### src/rtl/duart_pkg.sv
// Shared types and constants for the DUART transmit/receive channels.
package duart_pkg;

  typedef enum logic [2:0] {
    IDLE,
    START,
    DATA,
    PARITY,
    STOP
  } tx_state_t;

  localparam int   BITS_BASE     = 5;
  localparam logic TX_IDLE_LEVEL = 1'b1;

  // Frame format captured when a character moves into the shift register.
  typedef struct packed {
    logic [1:0] bits;
    logic       par_en;
    logic       stop2;
    logic       par_bit;
  } frame_cfg_t;

  // Parity over the active data bits; odd parity inverts the XOR.
  function automatic logic tx_parity(input logic [7:0] d, input logic [1:0] bits,
                                     input logic odd);
    logic [7:0] mask;
    mask = 8'hFF >> (3'd3 - {1'b0, bits});
    return (^(d & mask)) ^ odd;
  endfunction

endpackage

### src/rtl/duart_tx_channel_if.sv
// CPU bus strobe, frame configuration and status for one transmit channel.
interface duart_tx_channel_if;
  logic       CS;
  logic       R_W;
  logic [7:0] DATA;
  logic       TX_ENA;
  logic       TX_DIS;
  logic [1:0] BITS;
  logic       PAR_EN;
  logic       PAR_ODD;
  logic       STOP2;
  logic       TxRDY;
  logic       TxEMT;

  modport master (
    output CS, R_W, DATA, TX_ENA, TX_DIS, BITS, PAR_EN, PAR_ODD, STOP2,
    input  TxRDY, TxEMT
  );

  modport slave (
    input  CS, R_W, DATA, TX_ENA, TX_DIS, BITS, PAR_EN, PAR_ODD, STOP2,
    output TxRDY, TxEMT
  );
endinterface

### src/rtl/duart_bit_timer.sv
// Purpose: counts BAUD16 ticks and flags the OVERSAMPLE-th one as bit_done.
// Latency: bit_done is combinational with the terminal tick; clear restarts the count.
// Backpressure: none; without ticks the count simply holds.
module duart_bit_timer #(
  parameter int OVERSAMPLE = 16
) (
  input  logic clk,
  input  logic rst,
  input  logic clear,
  input  logic tick,
  output logic bit_done
);
  localparam int CW = $clog2(OVERSAMPLE);

  logic [CW-1:0] cnt;
  logic          at_end;

  assign at_end   = (cnt == CW'(OVERSAMPLE - 1));
  assign bit_done = tick & at_end;

  always_ff @(posedge clk) begin
    if (rst || clear) begin
      cnt <= '0;
    end else if (tick) begin
      cnt <= at_end ? '0 : cnt + CW'(1);
    end
  end
endmodule

### src/rtl/duart_tx_channel.sv
// Purpose: THR + TSR transmitter serialising async frames on TxD with TxRDY/TxEMT status.
// Latency: THR->TSR transfer one CLK after load; status registered one CLK behind its cause.
// Backpressure: writes while the THR is full or the channel is disabled are dropped.
module duart_tx_channel
  import duart_pkg::*;
#(
  parameter int OVERSAMPLE = 16
) (
  input  logic                CLK,
  input  logic                RESET,
  duart_tx_channel_if.slave   bus,
  input  logic                BAUD16,
  output logic                TxD
);
  tx_state_t  state, state_n;
  logic [7:0] thr, tsr, tsr_n;
  logic       thr_full;
  logic       enabled;
  logic       wr_q, wr;
  logic [2:0] bit_cnt, bit_cnt_n;
  frame_cfg_t cfg;
  logic       bit_done, last_data, last_stop, transfer;
  logic       txd_n;
  logic       tx_rdy, tx_emt;

  assign wr        = bus.CS & ~bus.R_W & ~wr_q;
  assign last_data = (bit_cnt == ({1'b0, cfg.bits} + 3'(BITS_BASE - 1)));
  assign last_stop = (bit_cnt == {2'b00, cfg.stop2});
  // A pending character leaves the THR from IDLE or straight out of the final stop bit.
  assign transfer  = thr_full &
                     ((state == IDLE) || ((state == STOP) && bit_done && last_stop));

  duart_bit_timer #(.OVERSAMPLE(OVERSAMPLE)) u_timer (
    .clk      (CLK),
    .rst      (RESET),
    .clear    (transfer),
    .tick     (BAUD16),
    .bit_done (bit_done)
  );

  always_comb begin
    state_n   = state;
    tsr_n     = tsr;
    bit_cnt_n = bit_cnt;
    if (transfer) begin
      state_n   = START;
      tsr_n     = thr;
      bit_cnt_n = '0;
    end else if (bit_done) begin
      unique case (state)
        START: begin
          state_n   = DATA;
          bit_cnt_n = '0;
        end
        DATA: begin
          tsr_n = tsr >> 1;
          if (last_data) begin
            state_n   = cfg.par_en ? PARITY : STOP;
            bit_cnt_n = '0;
          end else begin
            bit_cnt_n = bit_cnt + 3'd1;
          end
        end
        PARITY: begin
          state_n   = STOP;
          bit_cnt_n = '0;
        end
        STOP: begin
          if (last_stop) state_n = IDLE;
          else           bit_cnt_n = bit_cnt + 3'd1;
        end
        default: ;
      endcase
    end

    // TxD is registered from the next state so the line tracks the FSM edge-for-edge.
    unique case (state_n)
      START:   txd_n = 1'b0;
      DATA:    txd_n = tsr_n[0];
      PARITY:  txd_n = cfg.par_bit;
      default: txd_n = TX_IDLE_LEVEL;
    endcase
  end

  always_ff @(posedge CLK) begin
    if (RESET) begin
      state    <= IDLE;
      tsr      <= '0;
      thr      <= '0;
      thr_full <= 1'b0;
      enabled  <= 1'b0;
      wr_q     <= 1'b0;
      bit_cnt  <= '0;
      cfg      <= '0;
      TxD      <= TX_IDLE_LEVEL;
      tx_rdy   <= 1'b0;
      tx_emt   <= 1'b0;
    end else begin
      state   <= state_n;
      tsr     <= tsr_n;
      bit_cnt <= bit_cnt_n;
      TxD     <= txd_n;
      wr_q    <= bus.CS & ~bus.R_W;

      if (bus.TX_DIS)      enabled <= 1'b0;
      else if (bus.TX_ENA) enabled <= 1'b1;

      if (transfer) begin
        thr_full    <= 1'b0;
        cfg.bits    <= bus.BITS;
        cfg.par_en  <= bus.PAR_EN;
        cfg.stop2   <= bus.STOP2;
        cfg.par_bit <= tx_parity(thr, bus.BITS, bus.PAR_ODD);
      end else if (wr && enabled && !thr_full) begin
        thr      <= bus.DATA;
        thr_full <= 1'b1;
      end

      tx_rdy <= enabled & ~thr_full;
      tx_emt <= enabled & ~thr_full & (state == IDLE);
    end
  end

  assign bus.TxRDY = tx_rdy;
  assign bus.TxEMT = tx_emt;
endmodule

### src/flat_wrapper.sv
// flat-port wrapper written by rule: the top's interface ports become plain ports
module duart_tx_channel_flat import duart_pkg::*;
#(
  parameter int OVERSAMPLE = 16
)
  (CLK, RESET, BAUD16, TxD, bus_CS, bus_R_W, bus_DATA, bus_TX_ENA, bus_TX_DIS, bus_BITS, bus_PAR_EN, bus_PAR_ODD, bus_STOP2, bus_TxRDY, bus_TxEMT);
  duart_tx_channel_if bus_i ();
  input  logic CLK;
  input  logic RESET;
  input  logic BAUD16;
  output logic TxD;
  input wire logic [$bits(bus_i.CS)-1:0] bus_CS;
  input wire logic [$bits(bus_i.R_W)-1:0] bus_R_W;
  input wire logic [$bits(bus_i.DATA)-1:0] bus_DATA;
  input wire logic [$bits(bus_i.TX_ENA)-1:0] bus_TX_ENA;
  input wire logic [$bits(bus_i.TX_DIS)-1:0] bus_TX_DIS;
  input wire logic [$bits(bus_i.BITS)-1:0] bus_BITS;
  input wire logic [$bits(bus_i.PAR_EN)-1:0] bus_PAR_EN;
  input wire logic [$bits(bus_i.PAR_ODD)-1:0] bus_PAR_ODD;
  input wire logic [$bits(bus_i.STOP2)-1:0] bus_STOP2;
  output wire logic [$bits(bus_i.TxRDY)-1:0] bus_TxRDY;
  output wire logic [$bits(bus_i.TxEMT)-1:0] bus_TxEMT;
  assign bus_i.CS = bus_CS;
  assign bus_i.R_W = bus_R_W;
  assign bus_i.DATA = bus_DATA;
  assign bus_i.TX_ENA = bus_TX_ENA;
  assign bus_i.TX_DIS = bus_TX_DIS;
  assign bus_i.BITS = bus_BITS;
  assign bus_i.PAR_EN = bus_PAR_EN;
  assign bus_i.PAR_ODD = bus_PAR_ODD;
  assign bus_i.STOP2 = bus_STOP2;
  assign bus_TxRDY = bus_i.TxRDY;
  assign bus_TxEMT = bus_i.TxEMT;
  duart_tx_channel #(.OVERSAMPLE(OVERSAMPLE)) u_core (.CLK(CLK), .RESET(RESET), .bus(bus_i), .BAUD16(BAUD16), .TxD(TxD));
endmodule
### config.mk
export PLATFORM = sky130hd
export DESIGN_NAME = duart_tx_channel_flat
export DESIGN_NICKNAME = d
export VERILOG_FILES = /design/src/rtl/duart_pkg.sv /design/src/rtl/duart_tx_channel_if.sv /design/src/rtl/duart_bit_timer.sv /design/src/rtl/duart_tx_channel.sv /design/src/flat_wrapper.sv
export SDC_FILE = /design/constraint.sdc
export NUM_CORES = 1
export LEC_CHECK = 0
export CELL_PAD_IN_SITES_DETAIL_PLACEMENT = 0
export CELL_PAD_IN_SITES_GLOBAL_PLACEMENT = 1
export CORE_MARGIN = 2
export CORE_UTILIZATION = 44
export DETAILED_ROUTE_END_ITERATION = 16
export PLACE_DENSITY_LB_ADDON = 0.1
export SKIP_CTS_REPAIR_TIMING = 1
export SYNTH_ARGS = -nofsm -noshare
export SYNTH_HDL_FRONTEND = slang
export SYNTH_SLANG_ARGS = --single-unit
### constraint.sdc
create_clock -name CLK -period 3.1 [get_ports CLK]
set_input_delay 0.93 -clock CLK [delete_from_list [all_inputs] [get_ports CLK]]
set_output_delay 0.93 -clock CLK [all_outputs]
set_load 0.005 [all_outputs]
# Word level (Yosys, flattened, before mapping)
# Index checks and enable logic that the tools add are counted.
dict set report totals {
  reg_bits 37
  latchBits 0
  ramBits 0
  romBits 0
  inputBits 20
  output_inout_bits 3
  wordCells 76
  mem_count 0
}
dict set report op_classes {
  add_sub_neg 4
  mul 0
  n_div 0
  order_cmp 0
  n_eq_ne 11
  n_shift 1
  muxes 14
  bitwise_logic 12
  reduce_logical 18
}
# op n
set op_table {}
lappend op_table {{$mux W8} 3}
lappend op_table {{$mux W3} 7}
lappend op_table {{$eq A3 B2 Y1 const B} 4}
lappend op_table {{$pmux W3 S4} 1}
lappend op_table {{$pmux W3 S3} 1}
lappend op_table {{$and A8 B8 Y8} 1}
lappend op_table {{$reduce_xor A8 Y1} 1}
lappend op_table {{$shr A8 B3 Y8 const A} 1}
lappend op_table {{$and A1 B1 Y1} 6}
lappend op_table {{$eq A3 B1 Y1 const B} 2}
lappend op_table {{$reduce_or A2 Y1} 3}
lappend op_table {{$add A4 B1 Y4 const B} 1}
lappend op_table {{$eq A4 B4 Y1 const B} 1}
lappend op_table {{$logic_and A1 B1 Y1} 4}
lappend op_table {{$mux W4} 1}
lappend op_table {{$not A1 Y1} 4}
lappend op_table {{$reduce_and A2 Y1} 2}
lappend op_table {{$reduce_bool A2 Y1} 2}
lappend op_table {{$add A2 B3 Y3 const B} 1}
lappend op_table {{$add A3 B1 Y3 const B} 1}
lappend op_table {{$eq A3 B1 Y1} 1}
lappend op_table {{$eq A3 B3 Y1} 1}
lappend op_table {{$eq A3 B3 Y1 const B} 1}
lappend op_table {{$logic_not A3 Y1} 1}
lappend op_table {{8 further kinds} 9}

# Longest topological paths before layout
# Gate-level depths: netlist of run 1.
dict set report depth {
  ltp_word 9
  mapped_depth 8
  depth_no_buf 6
}

# Modules after synthesis
# Synthesis of run 1 repeated with hierarchy kept, for this count alone.
dict set report unflattened {
  hier_cells 183
  hier_area_um2 1695.4
}
# mod n_inst cells_per_inst area_per_inst_um2 seq_area_each_um2
set modules_own_cells {}
lappend modules_own_cells {duart_tx_channel 1 166 1521.5 660.6}
lappend modules_own_cells {duart_bit_timer 1 17 173.9 80.1}

# Worst setup path after synthesis of run 1
# Ideal clock, no wire load.
dict set report synth_timing {
  kind {input-to-reg}
  start {input port BAUD16}
  end {register u_core.cfg[1] (netlist bit)}
  setup_time_ns 0.138
  t_arrival_ns 1.994
  t_required_ns 2.962
  path_slack_ns 0.968
  path_stages 7
  path_buffers 2
  path_cell_list {nand4_2 > or4_4 > a21o_1 > buf_6 > buf_12 > nand2_1 > a21oi_1}
}
dict set report synth_via {
  elab_chain_len 5
}
# item line
set synth_rtl {}
lappend synth_rtl {{from (decl)} flat_wrapper.sv:10} ;# input logic BAUD16;
lappend synth_rtl {{$and A1 B1 Y1} duart_bit_timer.sv:19} ;# assign bit_done = tick & at_end;
lappend synth_rtl {{$logic_and A1 B1 Y1 (2 in series)} duart_tx_channel.sv:31} ;# ((state == IDLE) || ((state == STOP) && bit_done && last_stop));
lappend synth_rtl {{$logic_or A1 B1 Y1} duart_tx_channel.sv:31}
lappend synth_rtl {{$and A1 B1 Y1} duart_tx_channel.sv:30} ;# assign transfer = thr_full &
lappend synth_rtl {{to (decl)} duart_tx_channel.sv:21} ;# frame_cfg_t cfg;
# No other way between the ends.
# A chain may end at the register's enable or synchronous reset.

# Worst setup path in the final report of run 1
dict set report layout_timing {
  start {input port BAUD16}
  end {register u_core.TxD}
}
dict set report layout_via {
  elab_chain_len 8
  elab_cells_between_ends 13
  cone_classes {eq/ne (3); mux (5); bitwise (2); reduce/logical (3)}
}
# item line
set layout_rtl {}
lappend layout_rtl {{$and A1 B1 Y1 (*)} duart_bit_timer.sv:19}
lappend layout_rtl {{$logic_and A1 B1 Y1 (2 in series)} duart_tx_channel.sv:31}
lappend layout_rtl {{$logic_or A1 B1 Y1} duart_tx_channel.sv:31}
lappend layout_rtl {{$and A1 B1 Y1} duart_tx_channel.sv:30}
lappend layout_rtl {{$mux W3} duart_tx_channel.sv:45} ;# if (transfer) begin
lappend layout_rtl {{$eq A3 B2 Y1 or $eq A3 B1 Y1 (tied branches)} duart_tx_channel.sv:77} ;# unique case (state_n)
lappend layout_rtl {{$pmux W1 S3 (*)} duart_tx_channel.sv:77}
lappend layout_rtl {{to (signal assigned)} duart_tx_channel.sv:102} ;# TxD <= txd_n;
lappend layout_rtl {{to (decl)} duart_tx_channel.sv:13} ;# output logic TxD
# Mark *: on every way between the ends. The rest lies on a longest branch, timed or not. The select of a mux whose other input is x is not followed.

==> results.txt, run 1 <==
----------------------------------------------------
[Layout]
  Number of standard cells in the layout, taps in and fillers out ... 263
  Area occupied by multi-input gates ... 953 um2
  Final-layout fill cell count ... 343
  Share of post-route cells with drive strength above 1 ... 10.7%
  Count of nets after finishing ... 236
  Register Area ... 741 um2
  Number of antenna repair diodes ... 0
  Post-route cell area ... 2110 um2
  Syn-to-layout area delta ... 19.8%

[Status]
  Status ... finished, final reports clean

[Timing]
  Worst clock skew ... 0.00685 ns
  Number of pins exceeding their max-slew limit in the final report ... 0
  Max Clk Rate ... 386 MHz
  Setup violation total in the final timing report ... 0
  Hold violation count in the final report ... 0
  Setup Total Neg Slack ... 0 ns
  Minimum clock period ... 2.59 ns
  Unrepaired setup endpoints after global routing ... false
  Slew of the pin with the lowest slew margin ... 0.441 ns
  Final worst path period share ... 83.6%
  Worst slew margin relative to its limit ... 70.5%

[Place]
  Buffers added on ports ... 22
  Placed cell count ... 255
  Gpl congestion ... 0.810
  Placement Cell Area ... 2000 um2
  Total half-perimeter wirelength after legalization and detailed placement ... 2570 um

[Detailed routing]
  Total via count after detailed routing ... 1372
  Routed wire per std cell ... 13.1 um
  Vias per cell ... 5.22
  Number of iterations in the first detailed-routing pass ... 4
  DRC violations left ... 0
  Antenna Violating Nets Remaining ... 0
  Number of design-rule violations left by the first detailed-router iteration ... 50
  Final WL ... 3440 um

[Clocking]
  CTS H-Tree Depth ... 2
  Clock edge transition at the registers on the reported setup and hold paths ... 0.07 ns
  CTS tree ... done
  Root buffer cell ... sky130_fd_sc_hd__clkbuf_8
  Number of buffers between clock root and the deepest sink ... 2
  Number of buffers inserted during clock tree synthesis ... 5
  Latest clock arrival within the worst-skew pair ... 0.29 ns
  Sinks on Clock Net ... 37

[Run]
  Max-cap violations ... 0

[GRT]
  Total routing usage reported by global routing ... 17.5%
  Number of antenna violations at the first check in global routing ... 0
  Wire length of the first global-routing pass ... 5820 um
  Maximum number of pins on one net before global-route repair ... 20
  Grt ovf ... 0
  Via count of the first global-routing pass ... 1269

[Die]
  Initial standard-cell utilization of the core ... 47.0%
  Width of the chip ... 67.2 um
  Core Footprint ... 3740 um2
  Number of placement rows ... 22
  Top-level port count ... 23
  DIE AREA ... 4520 um2
  Vertical extent of the die ... 67.2 um

[Setup path]
  Startpoint type of the worst setup path ... primary input
  Kind of end point of the critical path ... flip-flop
  Required time worst endpoint ... 3.26 ns
  Largest fanout on the critical path ... 9
  Type of the worst setup path ... in2reg
  Arrival time at the worst endpoint ... 2.75 ns

[Synth]
  Portion of the post-synthesis area used by sequential elements ... 42.1%
  Synthesized area per cell ... 9.20 um2
  Share of synthesized flip-flops with an asynchronous set or reset ... 0%
  Cells after synthesis ... 191
  Number of enable-type register cells in the synthesized netlist ... 0
  Flip-flop and latch count after synthesis ... 37
  Syn Std Cell Area ... 1760 um2
  Post-synthesis net count ... 213
  Synthesis Warnings ... 0
  Distinct cell type count after synthesis ... 40
  Leading register cell type out of synthesis ... sky130_fd_sc_hd__dfxtp_1

[Power]
  Largest voltage drop on the vdd net ... 0.305 mV
  Cell leakage power ... 0.805 nW
  Cell Pwr Density ... 443 nW/um2

[Min path]
  Class of the tightest hold or removal check ... reg2reg

----------------------------------------------------
[cell type report]
type,instances,share of cell area [%]
clock buffer,7,4.58
clock inverter,1,0.238
multi-input combinational,144,45.3
timing repair buffer,26,11.9
tap,48,2.85
sequential,37,35.2
[through the flow]
| step | setup slack [ns] | hold WS, ns | power, mW | utilization (%) |
|---|---|---|---|---|
| floorplan | 0.968 | 0.444 | 0.546 | - |
| detailed placement | 0.190 | 0.474 | 0.583 | 53.5 |
| CTS | 0.499 | 0.473 | 0.945 | 56.3 |
| global placement | 0.268 | 0.464 | 0.580 | 53.5 |
| finish | 0.508 | 0.472 | 0.933 | 56.3 |
| global route | 0.367 | 0.491 | 0.972 | 56.3 |
[worst max-delay path: stages]
cell                              delay (ns)
sky130_fd_sc_hd__clkdlybuf4s50_1        0.60
sky130_fd_sc_hd__nand4_2                0.13
sky130_fd_sc_hd__or4_4                  0.45
sky130_fd_sc_hd__a21oi_2                0.35
sky130_fd_sc_hd__or3_1                  0.19
sky130_fd_sc_hd__o211ai_1               0.09
[where the power goes]
part           total, mW  leakage [nW]  switching, mW  internal, mW
clock network      0.361        0.0542          0.160         0.201
registers          0.495         0.300        0.00889         0.486
logic             0.0763         0.452         0.0320        0.0443
total              0.933         0.805          0.201         0.731
[cell usage after synthesis, types with 2 or more instances]
| master | n | area [um2] |
|---|---|---|
| sky130_fd_sc_hd__nor4b_1 | 2 | 17.5 |
| sky130_fd_sc_hd__nand4b_1 | 2 | 17.5 |
| sky130_fd_sc_hd__xnor2_1 | 10 | 87.6 |
| sky130_fd_sc_hd__nand3b_1 | 2 | 15.0 |
| sky130_fd_sc_hd__or3_1 | 3 | 18.8 |
| sky130_fd_sc_hd__a211oi_2 | 7 | 87.6 |
| sky130_fd_sc_hd__mux2i_1 | 16 | 160 |
| sky130_fd_sc_hd__nand3_1 | 5 | 25.0 |
| sky130_fd_sc_hd__xor2_1 | 2 | 17.5 |
| sky130_fd_sc_hd__nand2b_1 | 4 | 25.0 |
| sky130_fd_sc_hd__nor3_1 | 3 | 15.0 |
| sky130_fd_sc_hd__nor2b_1 | 3 | 18.8 |
| sky130_fd_sc_hd__nor2_1 | 29 | 109 |
| sky130_fd_sc_hd__clkbuf_1 | 5 | 18.8 |
| sky130_fd_sc_hd__o21ai_0 | 3 | 15.0 |
| sky130_fd_sc_hd__ha_1 | 2 | 25.0 |
| sky130_fd_sc_hd__a21oi_1 | 13 | 65.1 |
| sky130_fd_sc_hd__buf_2 | 2 | 10.0 |
| sky130_fd_sc_hd__dfxtp_1 | 37 | 741 |
| sky130_fd_sc_hd__nand2_1 | 19 | 71.3 |
| sky130_fd_sc_hd__a21o_1 | 3 | 22.5 |
[state kept, by name (all words and copies together), names as in the netlist]
register	flops
u_core.thr	8
u_core.tsr	8
u_core.cfg	5
u_core.u_timer.cnt	4
u_core.bit_cnt	3
u_core.state	3
u_core.TxD	1
u_core.bus.TxEMT	1
u_core.bus.TxRDY	1
u_core.enabled	1
u_core.thr_full	1
u_core.wr_q	1
[layer usage]
layer	GRT usage, %	up-vias	part of all wire (%)
met5	0	-	0
met4	6.12	0	0.90
met3	5.67	4	4.2
met2	26.6	26	45
met1	23.3	620	50
li1	-	722	-
[placed cells by master, fill, tap and decap left out, types with 5 or more instances in the layout]
cell type                         Yosys  final
sky130_fd_sc_hd__clkbuf_8             0      7
sky130_fd_sc_hd__a211oi_2             7      7
sky130_fd_sc_hd__clkdlybuf4s50_1      0     22
sky130_fd_sc_hd__nand2_1             19     19
sky130_fd_sc_hd__mux2i_1             16     16
sky130_fd_sc_hd__dfxtp_1             37     37
sky130_fd_sc_hd__nand3_1              5      5
sky130_fd_sc_hd__a21oi_1             13     13
sky130_fd_sc_hd__nor2_1              29     29
sky130_fd_sc_hd__xnor2_1             10     10
[worst paths after layout]
check | from | endpoint | cells past startpoint | slack, ns
hold / removal | u_core.tsr[7] | u_core.tsr[7] | 2 | 0.47
hold reg to reg | u_core.tsr[7] | u_core.tsr[7] | 2 | 0.47
setup reg to reg | u_core.u_timer.cnt[0] | u_core.TxD | 6 | 1.10
setup / recovery | BAUD16 | u_core.TxD | 6 | 0.51
[cell families (layout without fill, tap and decap cells)]
family,Yosys count,in the layout,share of synthesized area [%]
and+or+nand+nor,78,78,22.0
buffers and inverters,10,34,3.63
muxes,16,16,9.11
DFF,37,37,42.1
AOI/OAI and AO/OA,36,36,15.7
adders and majority gates,2,2,1.42
xor gates and xnor gates,12,12,5.98
No activity file was read; power rests on OpenSTA's default activity.
==> inputs of run 2 (changes only) <==
--- a/config.mk
+++ b/config.mk
@@ -8,7 +8,7 @@
 export CELL_PAD_IN_SITES_DETAIL_PLACEMENT = 0
 export CELL_PAD_IN_SITES_GLOBAL_PLACEMENT = 1
 export CORE_MARGIN = 2
-export CORE_UTILIZATION = 44
+export CORE_UTILIZATION = 37
 export DETAILED_ROUTE_END_ITERATION = 16
 export PLACE_DENSITY_LB_ADDON = 0.1
 export SKIP_CTS_REPAIR_TIMING = 1
==> constraint.sdc (replaced) <==
create_clock -name CLK -period 2.14 [get_ports CLK]
set_input_delay 0.642 -clock CLK [delete_from_list [all_inputs] [get_ports CLK]]
set_output_delay 0.642 -clock CLK [all_outputs]
set_load 0.005 [all_outputs]
==> results.txt, run 2 (synthesis results as in run 1) <==
----------------------------------------------------
[Status]
  Status ... finished, final reports clean

[GRT]
  Total routing usage reported by global routing ... 15.2%
  Maximum number of pins on one net before global-route repair ... 23
  Number of antenna violations at the first check in global routing ... 0
  Wire length of the first global-routing pass ... 6270 um
  Grt ovf ... 0
  Via count of the first global-routing pass ... 1427

[Detailed routing]
  Routed wire per std cell ... 13.3 um
  Antenna Violating Nets Remaining ... 0
  Total via count after detailed routing ... 1457
  Number of design-rule violations left by the first detailed-router iteration ... 94
  Number of iterations in the first detailed-routing pass ... 4
  DRC violations left ... 0
  Final WL ... 3720 um
  Vias per cell ... 5.20

[Setup path]
  Kind of end point of the critical path ... flip-flop
  Highest cell delay on the worst timing path ... 0.54 ns
  Required time worst endpoint ... 2.29 ns
  Startpoint type of the worst setup path ... flip-flop
  Largest fanout on the critical path ... 4
  Type of the worst setup path ... reg2reg
  Critical-path top delay cell ... sky130_fd_sc_hd__or4_4
  Arrival time at the worst endpoint ... 2.16 ns
  Cells along the critical path ... ha_4, nand4_2, or4_4, or3_4, a21oi_2, o211ai_1

[Timing]
  Setup Total Neg Slack ... 0 ns
  Final worst path period share ... 93.7%
  Number of pins exceeding their max-slew limit in the final report ... 0
  Setup violation total in the final timing report ... 0
  Minimum clock period ... 2.00 ns
  Post-Route Hold Slack ... 0.467 ns
  Slew of the pin with the lowest slew margin ... 0.452 ns
  Worst clock skew ... 0.00678 ns
  Max Clk Rate ... 499 MHz
  Unrepaired setup endpoints after global routing ... false
  Worst slew margin relative to its limit ... 69.8%
  Hold violation count in the final report ... 0

[Clocking]
  Number of buffers inserted during clock tree synthesis ... 5
  Clock edge transition at the registers on the reported setup and hold paths ... 0.08 ns
  Latest clock arrival within the worst-skew pair ... 0.29 ns
  CTS H-Tree Depth ... 2
  Root buffer cell ... sky130_fd_sc_hd__clkbuf_8
  CTS tree ... done
  Number of buffers between clock root and the deepest sink ... 2
  Sinks on Clock Net ... 37

[Die]
  Top-level port count ... 23
  Width of the chip ... 72.9 um
  Core Footprint ... 4660 um2
  Number of placement rows ... 25
  Vertical extent of the die ... 72.9 um
  Initial standard-cell utilization of the core ... 37.7%
  DIE AREA ... 5320 um2

[Power]
  Switching part of the total ... 23.6%
  Largest voltage drop on the vdd net ... 0.343 mV
  Internal power contribution ... 1.00 mW
  Portion of total power attributed to sequential cells ... 54.8%
  Cell leakage power ... 0.865 nW
  Net Sw Power ... 311 uW
  Clock share of power ... 35.9%
  Combinational share of power ... 9.3%
  Cell Pwr Density ... 593 nW/um2
  Tot Pwr ... 1.31 mW

[Layout]
  Most frequent standard cell in the layout excluding fill and tap cells ... sky130_fd_sc_hd__dfxtp_1
  Largest regs ... u_core.thr x8, u_core.tsr x8, u_core.cfg x5
  Highest-count cells in the layout ignoring fill and taps ... 35 x sky130_fd_sc_hd__dfxtp_1, 29 x sky130_fd_sc_hd__nor2_1, 21 x sky130_fd_sc_hd__clkdlybuf4s50_1
  Final Core Density ... 47.6%
  Number of antenna repair diodes ... 0
  Count of nets after finishing ... 247
  Share of post-route cells with drive strength above 1 ... 17.7%
  Syn-to-layout area delta ... 26.1%

[Place]
  Buffers added on ports ... 22
  Gpl congestion ... 0.720
  Total half-perimeter wirelength after legalization and detailed placement ... 2810 um

[Min path]
  Class of the tightest hold or removal check ... reg2reg

[Run]
  Max-cap violations ... 0

----------------------------------------------------
[run 2: cell count changes in the layout (fill, tap and decap cells not counted), sizes merged]
| cell | previous run | this run |
|---|---|---|
| clkinv | 1 | 2 |
| buf | 4 | 15 |
| clkdlybuf4s50 | 22 | 21 |
| clkbuf | 7 | 6 |
| dlymetal6s2s | 0 | 1 |
[run 2: power by group through the flow]
| stage | clock (mW) | sequential [mW] | combinational (mW) |
|---|---|---|---|
| final | 0.472 | 0.720 | 0.123 |
| after global routing | 0.518 | 0.722 | 0.136 |
| after CTS | 0.495 | 0.717 | 0.119 |
| after detailed placement | 0 | 0.733 | 0.118 |
| after global placement | 0 | 0.732 | 0.115 |
| after floorplan | 0 | 0.729 | 0.0613 |
[run 2: final timing paths]
check	from	cells past startpoint	slack, ns	endpoint
setup / recovery	u_core.u_timer.cnt[0]	6	0.14	u_core.TxD
hold / removal	u_core.tsr[7]	2	0.47	u_core.tsr[7]
setup reg to reg	u_core.u_timer.cnt[0]	6	0.14	u_core.TxD
hold reg to reg	u_core.tsr[7]	2	0.47	u_core.tsr[7]
[run 2: metal layers]
metal	vias up	GRT usage [%]	wire (um)
met5	-	0	0
met4	0	5.14	51
met3	7	4.28	156
met2	32	26.4	1860
met1	680	17.9	1650
li1	738	-	-
[run 2: stage by stage]
stage | cell area [um2] | std cells | worst slack [ns]
final | 2220 | 280 | 0.135
after global placement | 2090 | 272 | -0.302
after floorplan | 1760 | 191 | 0.296
after CTS | 2180 | 280 | -0.0118
after global routing | 2220 | 280 | 0.0396
after detailed placement | 2090 | 272 | -0.319
[run 2: layout make-up]
type	count	area (um2)
tap	54	67.6
multi-input combinational	144	988
clock inverter	2	10.0
timing repair buffer	37	335
fill	460	2440
clock buffer	6	72.6
sequential	37	743
[run 2: worst max-delay path: cells and delay by family (launching register included)]
family	cells	cell delay, ns
AO/OA/AOI/OAI	2	0.21
adder cells (fa/ha/maj)	1	0.17
flip-flops	1	0.40
AND/OR/NAND/NOR	3	1.09
==> inputs of run 3 (changes only) <==
--- a/config.mk
+++ b/config.mk
@@ -8,9 +8,9 @@
 export CELL_PAD_IN_SITES_DETAIL_PLACEMENT = 0
 export CELL_PAD_IN_SITES_GLOBAL_PLACEMENT = 1
 export CORE_MARGIN = 2
-export CORE_UTILIZATION = 37
+export CORE_UTILIZATION = 41
 export DETAILED_ROUTE_END_ITERATION = 16
-export PLACE_DENSITY_LB_ADDON = 0.1
+export PLACE_DENSITY = 0.8
 export SKIP_CTS_REPAIR_TIMING = 1
 export SYNTH_ARGS = -nofsm -noshare
 export SYNTH_HDL_FRONTEND = slang
==> constraint.sdc (replaced) <==
create_clock -name CLK -period 1.88 [get_ports CLK]
set_input_delay 0.564 -clock CLK [delete_from_list [all_inputs] [get_ports CLK]]
set_output_delay 0.564 -clock CLK [all_outputs]
set_load 0.005 [all_outputs]
==> results.txt, run 3 (synthesis results as in run 1) <==
----------------------------------------------------
[Timing]
  Minimum clock period ... 1.80 ns
  Worst clock skew ... 0.00601 ns
  Setup violation total in the final timing report ... 0
  Worst slew margin relative to its limit ... 69.1%
  Hold violation count in the final report ... 0
  Max Clk Rate ... 557 MHz
  Slew of the pin with the lowest slew margin ... 0.463 ns
  Setup Total Neg Slack ... 0 ns
  Number of pins exceeding their max-slew limit in the final report ... 0
  Final worst path period share ... 95.6%
  Unrepaired setup endpoints after global routing ... false

[GRT]
  Grt ovf ... 0
  Maximum number of pins on one net before global-route repair ... 26
  Number of antenna violations at the first check in global routing ... 0
  Total routing usage reported by global routing ... 17.5%
  Wire length of the first global-routing pass ... 6820 um
  Via count of the first global-routing pass ... 1449

[Die]
  Vertical extent of the die ... 69.5 um
  Initial standard-cell utilization of the core ... 43.3%
  Top-level port count ... 23
  Number of placement rows ... 23
  Width of the chip ... 69.5 um
  DIE AREA ... 4830 um2
  Core Footprint ... 4060 um2

[Detailed routing]
  Antenna Violating Nets Remaining ... 0
  Total via count after detailed routing ... 1462
  Routed wire per std cell ... 14.0 um
  DRC violations left ... 0
  Number of design-rule violations left by the first detailed-router iteration ... 88
  Vias per cell ... 5.26
  Final WL ... 3890 um
  Number of iterations in the first detailed-routing pass ... 5

[Clocking]
  CTS H-Tree Depth ... 2
  Clock edge transition at the registers on the reported setup and hold paths ... 0.07 ns
  Sinks on Clock Net ... 37
  Latest clock arrival within the worst-skew pair ... 0.28 ns
  CTS tree ... done
  Number of buffers inserted during clock tree synthesis ... 5
  Root buffer cell ... sky130_fd_sc_hd__clkbuf_8
  Number of buffers between clock root and the deepest sink ... 2

[Setup path]
  Cells along the critical path ... ha_4, nand4_2, or4_4, or3_4, a21oi_2, o211ai_1
  Critical-path top delay cell ... sky130_fd_sc_hd__or4_4
  Startpoint type of the worst setup path ... flip-flop
  Largest fanout on the critical path ... 3
  Sum of buffers and inverters on the critical path ... 0
  Arrival time at the worst endpoint ... 1.95 ns
  Stages on worst setup path ... 6
  Highest cell delay on the worst timing path ... 0.47 ns
  Kind of end point of the critical path ... flip-flop
  Top Family by Delay on Critical Path ... simple AND/OR/NAND/NOR gates
  R2R depth ... 6
  Required time worst endpoint ... 2.03 ns
  Type of the worst setup path ... reg2reg

[Power]
  Switching part of the total ... 22.8%
  Portion of total power attributed to sequential cells ... 53.2%
  Cell Pwr Density ... 671 nW/um2
  Largest voltage drop on the vdd net ... 0.513 mV
  Combinational share of power ... 10.2%
  Clock share of power ... 36.6%
  Net Sw Power ... 351 uW
  Tot Pwr ... 1.54 mW
  Internal power contribution ... 1.19 mW
  Cell leakage power ... 0.897 nW

[Run]
  Max-cap violations ... 0

[Layout]
  Share of post-route cells with drive strength above 1 ... 19.7%
  Number of antenna repair diodes ... 0
  Highest-count cells in the layout ignoring fill and taps ... 35 x sky130_fd_sc_hd__dfxtp_1, 27 x sky130_fd_sc_hd__nor2_1, 21 x sky130_fd_sc_hd__clkdlybuf4s50_1
  Count of nets after finishing ... 250
  Syn-to-layout area delta ... 30.2%
  Final-layout fill cell count ... 349
  Largest regs ... u_core.thr x8, u_core.tsr x8, u_core.cfg x5
  Most frequent standard cell in the layout excluding fill and tap cells ... sky130_fd_sc_hd__dfxtp_1

[Min path]
  Class of the tightest hold or removal check ... reg2reg
  Hold-critical path depth ... 2

[Place]
  Buffers added on ports ... 22
  Gpl congestion ... 0.835
  Total half-perimeter wirelength after legalization and detailed placement ... 2870 um

[Status]
  Status ... finished, final reports clean

----------------------------------------------------
[run 3: worst paths after layout]
check | startpoint | endpoint | slack, ns
max | u_core.u_timer.cnt[0] | u_core.TxD | 0.08
min | u_core.cfg[1] | u_core.cfg[1] | 0.48
max reg2reg | u_core.u_timer.cnt[0] | u_core.TxD | 0.08
min reg2reg | u_core.cfg[1] | u_core.cfg[1] | 0.48
[run 3: power by group through the flow]
stage          clock network, mW  logic, mW  registers (mW)
6_report                   0.563      0.156           0.817
5_1_grt                    0.617      0.172           0.819
4_1_cts                    0.578      0.152           0.814
3_5_place_dp                   0      0.151           0.832
3_3_place_gp                   0      0.145           0.831
2_1_floorplan                  0     0.0697           0.830
[run 3: stage by stage]
| stage | cells | hold slack, ns | setup slack [ns] | utilization [%] | cell area [um2] |
|---|---|---|---|---|---|
| floorplan | 191 | 0.444 | 0.0525 | - | 1760 |
| global route | 278 | 0.501 | 0.00538 | 56.4 | 2290 |
| global placement | 271 | 0.459 | -0.451 | 53.0 | 2150 |
| detailed placement | 271 | 0.464 | -0.517 | 53.0 | 2150 |
| CTS | 278 | 0.473 | -0.229 | 55.2 | 2240 |
| finish | 278 | 0.477 | 0.0832 | 56.4 | 2290 |
[run 3: area by class of cell]
cell class	count	area [um2]	share of cell area (%)
Clock inverter	1	7.51	0.328
Tap cell	50	62.6	2.73
Multi-Input combinational cell	144	993	43.4
Sequential cell	37	743	32.5
Timing Repair Buffer	40	399	17.4
Clock buffer	6	82.6	3.61
[run 3: metal layers]
layer  up-vias  GRT usage [%]  share of wire (%)
met5         -              0                  0
met4         0           5.23               0.95
met3         4           5.09                5.3
met2        34           27.9                 46
met1       677           23.0                 48
li1        747              -                  -
[run 3: worst reg2reg max path, stage by stage, from the launching register on]
cell and delay, ns:
sky130_fd_sc_hd__dfxtp_2 0.37, sky130_fd_sc_hd__ha_4 0.15, sky130_fd_sc_hd__nand4_2 0.11, sky130_fd_sc_hd__or4_4 0.47, sky130_fd_sc_hd__or3_4 0.35, sky130_fd_sc_hd__a21oi_2 0.12, sky130_fd_sc_hd__o211ai_1 0.09
